`src/rtl/if_fetch_queue_pkg.sv`:
```
// Shared fetch-stage constants: instruction width, PC step and default reset PC.
// Imported by the fetch queue top and its FIFO.
package if_fetch_queue_pkg;

    localparam int          INST_W       = 32;
    localparam int          PC_STEP      = 4;
    localparam logic [31:0] RESET_PC_DEF = 32'h0000_0000;

    // Occupancy counter width for a queue of the given depth (0..depth inclusive).
    function automatic int cnt_w(input int depth);
        return $clog2(depth) + 1;
    endfunction

endpackage

```
`src/rtl/if_fifo.sv`:
```
// In-order fetch FIFO: DEPTH entries, synchronous clear, combinational head read.
// Latency: a push is visible at the head one cycle later; no write-to-read bypass.
// Backpressure: the caller must not push when full without popping, nor pop when empty.
import if_fetch_queue_pkg::*;

module if_fifo #(
    parameter int DEPTH  = 4,
    parameter int DATA_W = 64
) (
    input  logic                      clk,
    input  logic                      rst,
    input  logic                      clear,
    input  logic                      push,
    input  logic [DATA_W-1:0]         push_dat,
    input  logic                      pop,
    output logic [DATA_W-1:0]         head_dat,
    output logic [cnt_w(DEPTH)-1:0]   count
);

    localparam int PTR_W = $clog2(DEPTH);

    logic [DATA_W-1:0] mem [DEPTH];
    logic [PTR_W-1:0]  head;
    logic [PTR_W-1:0]  tail;

    // Storage needs no reset: it is only read while count is non-zero.
    always_ff @(posedge clk) begin
        if (push && !clear) begin
            mem[tail] <= push_dat;
        end
    end

    always_ff @(posedge clk or negedge rst) begin
        if (!rst) begin
            head  <= '0;
            tail  <= '0;
            count <= '0;
        end else if (clear) begin
            head  <= '0;
            tail  <= '0;
            count <= '0;
        end else begin
            if (push) begin
                tail <= tail + 1'b1;
            end
            if (pop) begin
                head <= head + 1'b1;
            end
            case ({push, pop})
                2'b10:   count <= count + 1'b1;
                2'b01:   count <= count - 1'b1;
                default: count <= count;
            endcase
        end
    end

    assign head_dat = mem[head];

endmodule

```
`src/rtl/if_fetch_queue.sv`:
```
// Fetch stage: owns the fetch PC, queues completed fetches in order, serves decode via valid/ready.
// Latency: pc_done in cycle N gives id_valid_o in N+1 on an empty queue.
// Backpressure: full queue drops the fetch and holds pc_o so the memory refetches; rdy_in=0 freezes all.
import if_fetch_queue_pkg::*;

module if_fetch_queue #(
    parameter int                QDEPTH   = 4,
    parameter int                ADDR_W   = 32,
    parameter logic [ADDR_W-1:0] RESET_PC = ADDR_W'(RESET_PC_DEF)
) (
    input  logic                       clk,
    input  logic                       rst,
    input  logic                       rdy_in,
    input  logic                       pc_done_i,
    input  logic [INST_W-1:0]          inst_i,
    input  logic [ADDR_W-1:0]          pc_num_i,
    output logic [ADDR_W-1:0]          pc_o,
    input  logic                       br_flag_i,
    input  logic [ADDR_W-1:0]          br_target_i,
    input  logic                       id_ready_i,
    output logic                       id_valid_o,
    output logic [ADDR_W-1:0]          id_pc_o,
    output logic [INST_W-1:0]          id_inst_o,
    output logic [cnt_w(QDEPTH)-1:0]   q_count_o
);

    localparam int CNT_W  = cnt_w(QDEPTH);
    localparam int DATA_W = ADDR_W + INST_W;

    logic                flush_pend;
    logic [ADDR_W-1:0]   pend_target;
    logic                flush_now;
    logic [ADDR_W-1:0]   redirect_pc;
    logic                full;
    logic                pop;
    logic                push;
    logic                fifo_clear;
    logic                fifo_pop;
    logic [DATA_W-1:0]   head_dat;
    logic [CNT_W-1:0]    count;

    assign flush_now   = br_flag_i | flush_pend;
    // A fresh redirect in the applying cycle is newer than anything pending.
    assign redirect_pc = (br_flag_i ? br_target_i : pend_target) & ~ADDR_W'(3);

    assign full       = (count == CNT_W'(QDEPTH));
    assign id_valid_o = (count != '0);
    assign pop        = rdy_in & id_valid_o & id_ready_i;
    assign push       = rdy_in & pc_done_i & (pc_num_i == pc_o) & ~flush_now & (~full | pop);
    assign fifo_clear = rdy_in & flush_now;
    assign fifo_pop   = pop & ~flush_now;

    if_fifo #(
        .DEPTH  (QDEPTH),
        .DATA_W (DATA_W)
    ) u_fifo (
        .clk      (clk),
        .rst      (rst),
        .clear    (fifo_clear),
        .push     (push),
        .push_dat ({pc_o, inst_i}),
        .pop      (fifo_pop),
        .head_dat (head_dat),
        .count    (count)
    );

    always_ff @(posedge clk or negedge rst) begin
        if (!rst) begin
            pc_o        <= RESET_PC;
            flush_pend  <= 1'b0;
            pend_target <= '0;
        end else if (rdy_in) begin
            if (flush_now) begin
                pc_o       <= redirect_pc;
                flush_pend <= 1'b0;
            end else if (push) begin
                pc_o <= pc_o + ADDR_W'(PC_STEP);
            end
        end else if (br_flag_i) begin
            flush_pend  <= 1'b1;
            pend_target <= br_target_i;
        end
    end

    assign id_pc_o   = id_valid_o ? head_dat[DATA_W-1:INST_W] : '0;
    assign id_inst_o = id_valid_o ? head_dat[INST_W-1:0]      : '0;
    assign q_count_o = count;

endmodule

```
`config.mk`:
```
export PLATFORM = sky130hd
export DESIGN_NAME = if_fetch_queue
export DESIGN_NICKNAME = d
export VERILOG_FILES = /design/src/rtl/if_fetch_queue_pkg.sv /design/src/rtl/if_fifo.sv /design/src/rtl/if_fetch_queue.sv
export SDC_FILE = /design/constraint.sdc
export NUM_CORES = 1
export LEC_CHECK = 0
export BUFFER_PORTS_ARGS = -buffer_cell sky130_fd_sc_hd__buf_4
export CORE_MARGIN = 1.5
export CORE_UTILIZATION = 24
export CTS_CLUSTER_DIAMETER = 60
export DETAILED_ROUTE_END_ITERATION = 12
export GPL_TIMING_DRIVEN = 0
export PLACE_DENSITY = 0.39
export SYNTH_ARGS = -nofsm -noshare
export SYNTH_HDL_FRONTEND = slang
export SYNTH_SLANG_ARGS = --single-unit
```
`constraint.sdc`:
```
create_clock -name clk -period 10 [get_ports clk]
set_input_delay 1 -clock clk [delete_from_list [all_inputs] [get_ports clk]]
set_output_delay 1 -clock clk [all_outputs]
set_load 0.02 [all_outputs]
```
==> impl_metrics.env, run 1 <==
export IMPL_skew_ns=0.0285
export IMPL_finalWirelength_microns=42100
export IMPL_worstSetupPathType="register to register"
export IMPL_synth_edff_count=248
export IMPL_antenna_cells=0
export IMPL_crit_required_ns=10.23
export IMPL_report_final_slew_viol_count=0
export IMPL_place_port_buffers=195
export IMPL_drv_cap=0
export IMPL_p_per_area_nw_per_um2=210
export IMPL_drc=0
export IMPL_ir_worst_vdd_mv=0.107
export IMPL_initial_core_util_pct=24.3
export IMPL_worst_r2r_setup_slack_ns=5.75
export IMPL_num_fill_cells=5653
export IMPL_critPathArrivalTime_ns=4.48
export IMPL_dp_hpwl_microns=29200
export IMPL_setup_tns_ns=0
export IMPL_rows=87
export IMPL_synthToLayoutAreaGrowth_pct=27.8
export IMPL_async_flop_share_pct=21.5
export IMPL_grt_max_degree=69
export IMPL_ctsResizeCount=0
export IMPL_final_util_pct=31.0
export IMPL_cts_tree="done"
export IMPL_grt_pass1_vias=8696
export IMPL_mappedNetlistArea_sq_um=13700
export IMPL_synth_warnings=0
export IMPL_worst_pin_slew_ns=0.986
export IMPL_drtPass1Iterations=6
export IMPL_clk_latency_ns=0.56
export IMPL_grt_pass1_wl_microns=61300
export IMPL_drive_gt1_share_pct=32.6
export IMPL_status="finished, final reports clean"
export IMPL_syn_instance_count=873
export IMPL_synth_avg_cell_area_sq_um=15.7
export IMPL_routedWlPerCell_microns=22.1
export IMPL_slew_headroom_pct=34.2
export IMPL_setup_viol_count_final=0
export IMPL_h_tree_depth=2
export IMPL_period_needed_ns=4.25
export IMPL_cts_reportedPaths_clkPinSlew_ns=0.06
export IMPL_finalWeightedCongestion=0.785
export IMPL_cts_hold_buf=0
export IMPL_drt_iter0_markers=440
export IMPL_ys_seq_area_share_pct=66.7
export IMPL_numCtsBuffers=41
export IMPL_viasPerCell=4.48
export IMPL_cts_root_buf="clkbuf_16"
export IMPL_leakage_nw=6.23
export IMPL_rsz0062_at_grt="false"
export IMPL_cts_setup_buffers=0
export IMPL_synthFlopType="edfxtp_1"
export IMPL_worstPathMaxFanout=38
export IMPL_globalRoute_totalOverflow=0
export IMPL_startpoint_type="register"
export IMPL_ant_nets=0
export IMPL_ys_ff_latch=316
export IMPL_die_area_sq_um=58600
export IMPL_cp_end_kind="register"
export IMPL_clock_sinks=316
export IMPL_hold_class="register to register"
export IMPL_grt_usage_pct=14.3
export IMPL_die_y_microns=242
export IMPL_antenna_found_initial=2
export IMPL_clockBufferDepth=3
export IMPL_die_w_microns=242
export IMPL_route_vias_total=8522
export IMPL_ios=202
export IMPL_nets=1226
export IMPL_synth_cell_types=64
export IMPL_hold_violations=0
export IMPL_design_core_area_sq_um=56500
export IMPL_fin_crit_sh_pct=42.5
export IMPL_fmax_mhz=235
-- cells in the final DEF (no fill, tap or decap), drive strengths merged, types with 12 or more instances in the layout --
master,Yosys,routed
o21ai,34,34
buf,19,218
inv,19,22
xnor2,16,16
a21oi,29,29
clkinv,0,14
clkbuf,35,86
xor2,16,16
edfxtp,248,248
mux2,29,29
mux2i,16,16
and2,67,67
mux4,62,62
nand4,12,12
nand3,15,15
nor2,38,38
dfrtp,68,68
and3,13,13
nand2,40,40
-- cell type report --
type | count | area, sq um | area share [%]
Sequential cell | 316 | 9150 | 52.2
Clock inverter | 21 | 169 | 0.963
Clock buffer | 51 | 1110 | 6.31
Multi-Input combinational cell | 487 | 4270 | 24.4
Tap cell | 756 | 946 | 5.39
Timing Repair Buffer | 199 | 1570 | 8.97
Buffer | 54 | 251 | 1.43
Inverter | 19 | 71.3 | 0.407
-- synth_stat cells (all sizes together) (7+ instances only) --
cell type | count | area, sq um
nand2 | 40 | 150
and3 | 13 | 81.3
nand3 | 15 | 75.1
nor4 | 8 | 95.1
edfxtp | 248 | 7450
buf | 19 | 120
nor3 | 7 | 35.0
nor2 | 38 | 143
o21ai | 34 | 170
nand4 | 12 | 75.1
mux4 | 62 | 1400
xnor2 | 16 | 148
xor2 | 16 | 140
clkbuf | 35 | 131
a21oi | 29 | 145
a31oi | 11 | 75.1
dfrtp | 68 | 1700
inv | 19 | 71.3
and2 | 67 | 419
mux2i | 16 | 160
o22a | 11 | 96.3
mux2 | 29 | 327
-- worst paths after layout --
| kind | startpoint | end | cells after the start |
|---|---|---|---|
| worst min register to register | pend_target[4] | pend_target[4] | 1 |
| min in group asynchronous | rst | pend_target[13] | 1 |
| worst max register to register | pc_o[13] | u_fifo.mem[1][30] | 8 |
| max in group asynchronous | rst | pc_o[17] | 1 |
| worst min-delay path | pend_target[4] | pend_target[4] | 1 |
| worst max-delay path | pc_o[13] | u_fifo.mem[1][30] | 8 |
-- state kept, by name (all words and copies together) (netlist names) --
register	cells
u_fifo.mem	248
pc_o	30
u_fifo.head	2
u_fifo.tail	2
u_fifo.count	3
flush_pend	1
pend_target	30
-- stage by stage --
| stage | worst slack, ns | total power [W] | hold slack [ns] | std cells | instance area (sq um) |
|---|---|---|---|---|---|
| finish | 5.75 | 0.00368 | 0.503 | 1903 | 17500 |
| global placement | 3.14 | 0.00231 | 0.482 | 1827 | 16100 |
| global route | 5.62 | 0.00383 | 0.520 | 1903 | 17500 |
| detailed placement | 5.45 | 0.00232 | 0.491 | 1831 | 16300 |
| CTS | 5.76 | 0.00375 | 0.504 | 1903 | 17500 |
| floorplan | 5.63 | 0.00195 | 0.472 | 876 | 13700 |
-- metal layers --
metal / vias to the layer above / part of all wire, % / track usage [%]
met5: - / 0.064 / 0
met4: 4 / 2.4 / 4.60
met3: 61 / 5.4 / 3.09
met2: 258 / 47 / 22.6
met1: 4334 / 45 / 19.4
li1: 3865 / - / -
-- critical path, stage by stage (launching register included) --
cell and delay [ns]:
dfrtp_1 0.49, clkbuf_1 0.48, xor2_1 0.13, nor4_1 0.79, nand4_1 0.26, nor4_4 0.63, buf_4 0.30, and2_4 0.47
buf_16 0.30
-- where the power goes --
group          switching, W  leakage [nW]  internal (W)
clock              0.000570         0.622      0.000836
sequential         0.000102          3.03       0.00148
combinational      0.000387          2.58      0.000296
total               0.00106          6.23       0.00262
-- cell families after synthesis --
logic type	Yosys count	share of synthesized area [%]
buffers and inverters	73	2.35
AOI/OAI and AO/OA	119	5.66
adders and majority gates	6	0.602
xor gates and xnor gates	32	2.10
DFF	316	66.7
other	1	0.0273
muxes	107	13.7
and+or+nand+nor	219	8.86
Note: power is estimated with default switching activity, not from simulation.
==> run 2: changes to the inputs <==
--- a/config.mk
+++ b/config.mk
@@ -5,13 +5,14 @@
 export SDC_FILE = /design/constraint.sdc
 export NUM_CORES = 1
 export LEC_CHECK = 0
+export ABC_AREA = 1
 export BUFFER_PORTS_ARGS = -buffer_cell sky130_fd_sc_hd__buf_4
 export CORE_MARGIN = 1.5
 export CORE_UTILIZATION = 24
 export CTS_CLUSTER_DIAMETER = 60
 export DETAILED_ROUTE_END_ITERATION = 12
 export GPL_TIMING_DRIVEN = 0
-export PLACE_DENSITY = 0.39
+export PLACE_DENSITY = 0.4
 export SYNTH_ARGS = -nofsm -noshare
 export SYNTH_HDL_FRONTEND = slang
 export SYNTH_SLANG_ARGS = --single-unit
==> constraint.sdc (replaced) <==
create_clock -name clk -period 3.61 [get_ports clk]
set_input_delay 0.361 -clock clk [delete_from_list [all_inputs] [get_ports clk]]
set_output_delay 0.361 -clock clk [all_outputs]
set_load 0.02 [all_outputs]
==> impl_metrics.env, run 2 <==
export IMPL_min_to="pend_target[28]"
export IMPL_globalRoute_totalOverflow=0
export IMPL_nets=1849
export IMPL_setup_viol_count_final=0
export IMPL_placed_cells=2430
export IMPL_grt_max_degree=69
export IMPL_final_cell_mix="nor2_1 (314), edfxtp_1 (248), nand2_1 (232)"
export IMPL_cts_root_buf="clkbuf_16"
export IMPL_yosysMostFrequentCell="nor2_1"
export IMPL_final_common_cell="nor2_1"
export IMPL_slowest_stage="clkbuf_1"
export IMPL_routedWlPerCell_microns=19.7
export IMPL_route_vias_total=11200
export IMPL_crit_top_cell="nor2_1"
export IMPL_rr_startpoint="pc_o[16]"
export IMPL_critPathBufInv=4
export IMPL_synthTopCellsByCount="nor2_1 (318), edfxtp_1 (248), nand2_1 (232), o21ai_0 (195), inv_1 (89)"
export IMPL_num_fill_cells=6186
export IMPL_drv_cap=0
export IMPL_finalWeightedCongestion=0.867
export IMPL_cts_reportedPaths_clkPinSlew_ns=0.06
export IMPL_synth_top_area_cell="edfxtp_1"
export IMPL_cp_end_kind="output pin"
export IMPL_leakage_nw=7.27
export IMPL_die_area_sq_um=61100
export IMPL_rows=89
export IMPL_ant_nets=0
export IMPL_instances_no_fill=2541
export IMPL_critPathArrivalTime_ns=3.00
export IMPL_worst_r2r_setup_slack_ns=0.36
export IMPL_slowest_delay_ns=0.46
export IMPL_grt_pass1_wl_microns=72300
export IMPL_status="finished, final reports clean"
export IMPL_die_y_microns=247
export IMPL_viasPerCell=4.40
export IMPL_drt_iter0_markers=755
export IMPL_drtPass1Iterations=6
export IMPL_h_tree_depth=2
export IMPL_drive_gt1_share_pct=17.3
export IMPL_hold_path_depth=3
export IMPL_yosys_top_cells_area="edfxtp_1 (52%), dfrtp_1 (12%), nor2_1 (8.3%), o21ai_0 (6.8%), nand2_1 (6.1%)"
export IMPL_dp_hpwl_microns=34700
export IMPL_final_area_sq_um=18700
export IMPL_ir_worst_vdd_mv=0.374
export IMPL_worst_pin_slew_ns=1.10
export IMPL_crit_required_ns=3.25
export IMPL_p_per_area_nw_per_um2=614
export IMPL_place_port_buffers=194
export IMPL_drc=0
export IMPL_seqCellArea_sq_um=9150
export IMPL_multiInputGateArea_sq_um=4560
export IMPL_ys_seq_area_share_pct=63.9
export IMPL_startpoint_type="register"
export IMPL_reg2reg_to="u_fifo.mem[1][37]"
export IMPL_reg2reg_depth=10
export IMPL_regMostFlops="u_fifo.mem"
export IMPL_top_regs="u_fifo.mem: 248 flops, pc_o: 30 flops, pend_target: 30 flops"
export IMPL_slew_headroom_pct=26.3
export IMPL_finalWirelength_microns=50200
export IMPL_synth_edff_count=248
export IMPL_mappedNetlistArea_sq_um=14300
export IMPL_synth_cell_types=36
export IMPL_clk_latency_ns=0.58
export IMPL_clockBufferDepth=3
export IMPL_total_power_w=0.0115
export IMPL_synthFlopType="edfxtp_1"
export IMPL_synth_avg_cell_area_sq_um=9.86
export IMPL_async_flop_share_pct=21.5
export IMPL_rsz0062_at_grt="false"
export IMPL_synthToLayoutAreaGrowth_pct=30.6
export IMPL_worstPathCellList="clkbuf_1 -> clkbuf_2 -> buf_1 -> nor2_1 -> nor2_1 -> o21ai_0 -> a21oi_1 -> buf_4"
export IMPL_fin_crit_sh_pct=93.2
export IMPL_grt_usage_pct=16.2
export IMPL_worstPathMaxFanout=10
export IMPL_antenna_found_initial=0
export IMPL_ios=202
export IMPL_ys_ff_latch=316
export IMPL_dpl_cell_area_sq_um=16900
export IMPL_synth_top_cell_area_share_pct=52.0
export IMPL_fmax_mhz=297
export IMPL_path_depth=8
export IMPL_syn_instance_count=1452
export IMPL_period_needed_ns=3.36
export IMPL_design_core_area_sq_um=59000
export IMPL_die_w_microns=247
export IMPL_cts_tree="done"
export IMPL_hold_path_startpoint="br_target_i[28]"
export IMPL_worstSetupPathType="register to output pin"
export IMPL_final_util_pct=31.7
export IMPL_numCtsBuffers=40
export IMPL_largest_reg_flops=248
export IMPL_skew_ns=0.0284
export IMPL_clock_sinks=316
export IMPL_hold_violations=0
export IMPL_synth_warnings=0
export IMPL_antenna_cells=0
export IMPL_grt_pass1_vias=11100
export IMPL_initial_core_util_pct=24.3
export IMPL_hold_class="input port to register"
export IMPL_critPathTopFamily="buffers and inverters"
export IMPL_report_final_slew_viol_count=0
[run 2: cell count changes after synthesis, moves of 13 or more]
cell,change
o21ai_0,+162
inv_1,+70
mux2_2,-29
nor2_1,+280
mux4_2,-62
a21oi_1,+47
nand2_1,+192
nand3_1,+14
and3_1,-13
clkbuf_1,+19
and2_1,-62
[run 2: cell families after synthesis]
logic type,Yosys count,synth area share (%)
fa+ha+maj,6,0.577
xor+xnor,28,1.71
buf+inv,168,4.71
simple gates,622,17.4
flops,316,63.9
compound gates,293,10.4
mux,18,1.26
other cells,1,0.0262
[run 2: what timing repair did]
item / CTS / global route
endpoints found under the hold margin: 166 / 0
resized for setup: 6 / 3
buffers inserted: 0 / 6
cloned: 0 / 3
pin swaps: 0 / 4
endpoints found under the setup margin: 137 / 124
hold buffers: 33 / 0
[run 2: routing by layer]
layer  vias to the layer above  share of wire (%)  global-route usage (%)  wire length (microns)
li1                       5503                  -                       -                      -
met1                      5307                 47                    22.5                  23600
met2                       311                 46                    25.6                  22800
met3                        63                5.4                    3.36                   2730
met4                         0                2.0                    4.10                   1020
met5                         -                  0                       0                      0
[run 2: how the worst max path moves through the flow]
stage / start / endpoint
global placement: pc_o[9] / u_fifo.mem[1][27]
CTS: pc_o[15] / u_fifo.mem[1][29]
detailed placement: pc_o[9] / u_fifo.mem[1][5]
finish: u_fifo.head[0] / id_pc_o[21]
global route: u_fifo.head[0] / id_inst_o[6]
floorplan: pc_o[20] / u_fifo.mem[0][0]
[run 2: cell type report]
type | instances | share of cell area [%]
Sequential cell | 316 | 48.9
Multi-Input combinational cell | 974 | 24.4
Timing Repair Buffer | 241 | 10.8
Clock buffer | 48 | 5.63
Tap cell | 773 | 5.17
Inverter | 92 | 1.85
Buffer | 76 | 1.79
Clock inverter | 21 | 1.45
[run 2: stage by stage]
stage	hold WS, ns	worst slack, ns	TNS, ns
floorplan	0.0654	-0.932	-231.02
global placement	0.464	-4.22	-1020.81
detailed placement	0.474	-0.199	-11.06
CTS	0.122	0.00111	0
global route	0.153	0.0121	0
finish	0.155	0.245	0
[run 2: tightest hold or removal path, stage by stage]
cell and delay (ns):
buf_4 0.08, mux2i_1 0.08, o21ai_0 0.16
[run 2: where the power goes]
part	leakage, nW	switching, W	internal [W]
registers	3.07	0.000309	0.00411
clock network	0.643	0.00163	0.00245
logic	3.55	0.00197	0.00101
total	7.27	0.00390	0.00757
==> run 3: changes to the inputs <==
==> constraint.sdc (replaced) <==
create_clock -name clk -period 2.73 [get_ports clk]
set_input_delay 0.273 -clock clk [delete_from_list [all_inputs] [get_ports clk]]
set_output_delay 0.273 -clock clk [all_outputs]
set_load 0.02 [all_outputs]
==> impl_metrics.env, run 3 (same netlist as run 2, synthesis figures left out) <==
export IMPL_cts_root_buf="clkbuf_16"
export IMPL_clockBufferDepth=3
export IMPL_final_util_pct=32.3
export IMPL_drt_iter0_markers=590
export IMPL_regMostFlops="u_fifo.mem"
export IMPL_rows=89
export IMPL_report_final_slew_viol_count=0
export IMPL_period_needed_ns=2.66
export IMPL_initial_core_util_pct=24.3
export IMPL_crit_top_cell="clkbuf_4"
export IMPL_routedWlPerCell_microns=19.3
export IMPL_drc=0
export IMPL_slew_headroom_pct=34.3
export IMPL_cts_reportedPaths_clkPinSlew_ns=0.06
export IMPL_viasPerCell=4.39
export IMPL_h_tree_depth=2
export IMPL_total_power_w=0.0155
export IMPL_route_vias_total=11200
export IMPL_ir_worst_vdd_mv=0.468
export IMPL_crit_required_ns=2.46
export IMPL_numCtsBuffers=42
export IMPL_cts_tree="done"
export IMPL_final_common_cell="nor2_1"
export IMPL_antenna_cells=0
export IMPL_status="finished, final reports clean"
export IMPL_place_port_buffers=194
export IMPL_grt_pass1_wl_microns=72200
export IMPL_skew_ns=0.0302
export IMPL_cp_end_kind="output pin"
export IMPL_die_area_sq_um=61100
export IMPL_rsz0062_at_grt="false"
export IMPL_design_core_area_sq_um=59000
export IMPL_slowest_delay_ns=0.57
export IMPL_slowest_stage="dfrtp_4"
export IMPL_worstSetupPathType="register to output pin"
export IMPL_grt_pass1_vias=11000
export IMPL_fin_crit_sh_pct=97.4
export IMPL_grt_max_degree=69
export IMPL_drive_gt1_share_pct=21.6
export IMPL_drv_cap=0
export IMPL_clock_sinks=316
export IMPL_clk_latency_ns=0.58
export IMPL_hold_class="input port to register"
export IMPL_critPathBufInv=4
export IMPL_dp_hpwl_microns=34800
export IMPL_critPathArrivalTime_ns=2.39
export IMPL_die_y_microns=247
export IMPL_setup_viol_count_final=0
export IMPL_nets=1862
export IMPL_leakage_nw=7.49
export IMPL_hold_violations=0
export IMPL_antenna_found_initial=0
export IMPL_top_regs="u_fifo.mem: 248 flops, pc_o: 30 flops, pend_target: 30 flops"
export IMPL_ios=202
export IMPL_startpoint_type="register"
export IMPL_critPathTopFamily="buffers and inverters"
export IMPL_drtPass1Iterations=8
export IMPL_finalWeightedCongestion=0.863
export IMPL_die_w_microns=247
export IMPL_largest_reg_flops=248
export IMPL_p_per_area_nw_per_um2=810
export IMPL_worstPathCellList="inv_4 -> clkbuf_4 -> clkbuf_4 -> o21ai_0 -> a21oi_1 -> buf_4"
export IMPL_worstPathMaxFanout=10
export IMPL_globalRoute_totalOverflow=0
export IMPL_num_fill_cells=6142
export IMPL_ant_nets=0
export IMPL_synthToLayoutAreaGrowth_pct=33.3
export IMPL_worst_pin_slew_ns=0.985
export IMPL_fmax_mhz=376
export IMPL_final_cell_mix="nor2_1 (314), edfxtp_1 (248), nand2_1 (232)"
export IMPL_finalWirelength_microns=49500
export IMPL_grt_usage_pct=16.1
-- run 3: worst register-to-register path, delay by kind of cell, from the launching register on --
kind                   cells  cell delay [ns]
DFF                        1             0.56
and+or+nand+nor            8             1.09
buffers and inverters      4             0.63
-- run 3: worst paths after layout --
path                           startpoint                end  slack, ns  cells past startpoint
max                        u_fifo.head[0]       id_inst_o[7]       0.07                      6
min                        br_target_i[7]     pend_target[7]       0.06                      3
max reg2reg                      pc_o[17]  u_fifo.mem[3][39]       0.15                     12
min reg2reg                pend_target[7]     pend_target[7]       0.48                      2
max in group asynchronous             rst     u_fifo.head[0]       1.58                      2
min in group asynchronous             rst    pend_target[29]       0.41                      2
-- run 3: layout make-up --
class,instances,area [sq um],area share [%]
well taps,773,967,5.07
multi-input cells,971,4640,24.3
clock buffers,56,1130,5.94
inverters,92,348,1.82
flip-flops and latches,316,9180,48.1
clock inverters,19,254,1.33
plain buffers,74,400,2.10
repair buffers,257,2160,11.3
-- run 3: stage by stage --
stage / TNS [ns] / cell area [sq um] / hold WS, ns / cells / worst slack, ns
2_1_floorplan: -24.42 / 14400 / -0.0226 / 1455 / -0.115
3_3_place_gp: -403.58 / 16800 / 0.466 / 2422 / -1.58
3_5_place_dp: -157.43 / 17000 / 0.473 / 2431 / -0.864
4_1_cts: 0 / 19000 / 0.0241 / 2549 / 0.000149
5_1_grt: 0 / 19100 / 0.0623 / 2558 / 0.00695
6_report: 0 / 19100 / 0.0575 / 2558 / 0.0717
-- run 3: per-layer routing --
| metal | global-route usage [%] | wire [microns] |
|---|---|---|
| met1 | 22.3 | 23100 |
| met2 | 25.7 | 22500 |
| met3 | 2.70 | 2730 |
| met4 | 5.03 | 1180 |
| met5 | 0 | 0 |
-- run 3: power breakdown --
part           switching, W  internal (W)
clock               0.00216       0.00332
sequential         0.000396       0.00545
combinational       0.00265       0.00147
-- run 3: timing repair --
action,in CTS,in global routing
buffers inserted,12,9
resized for setup,60,31
endpoints found under the setup margin,314,109
hold buffers,33,0
pin swaps,6,1
hold endpoints to repair,196,0
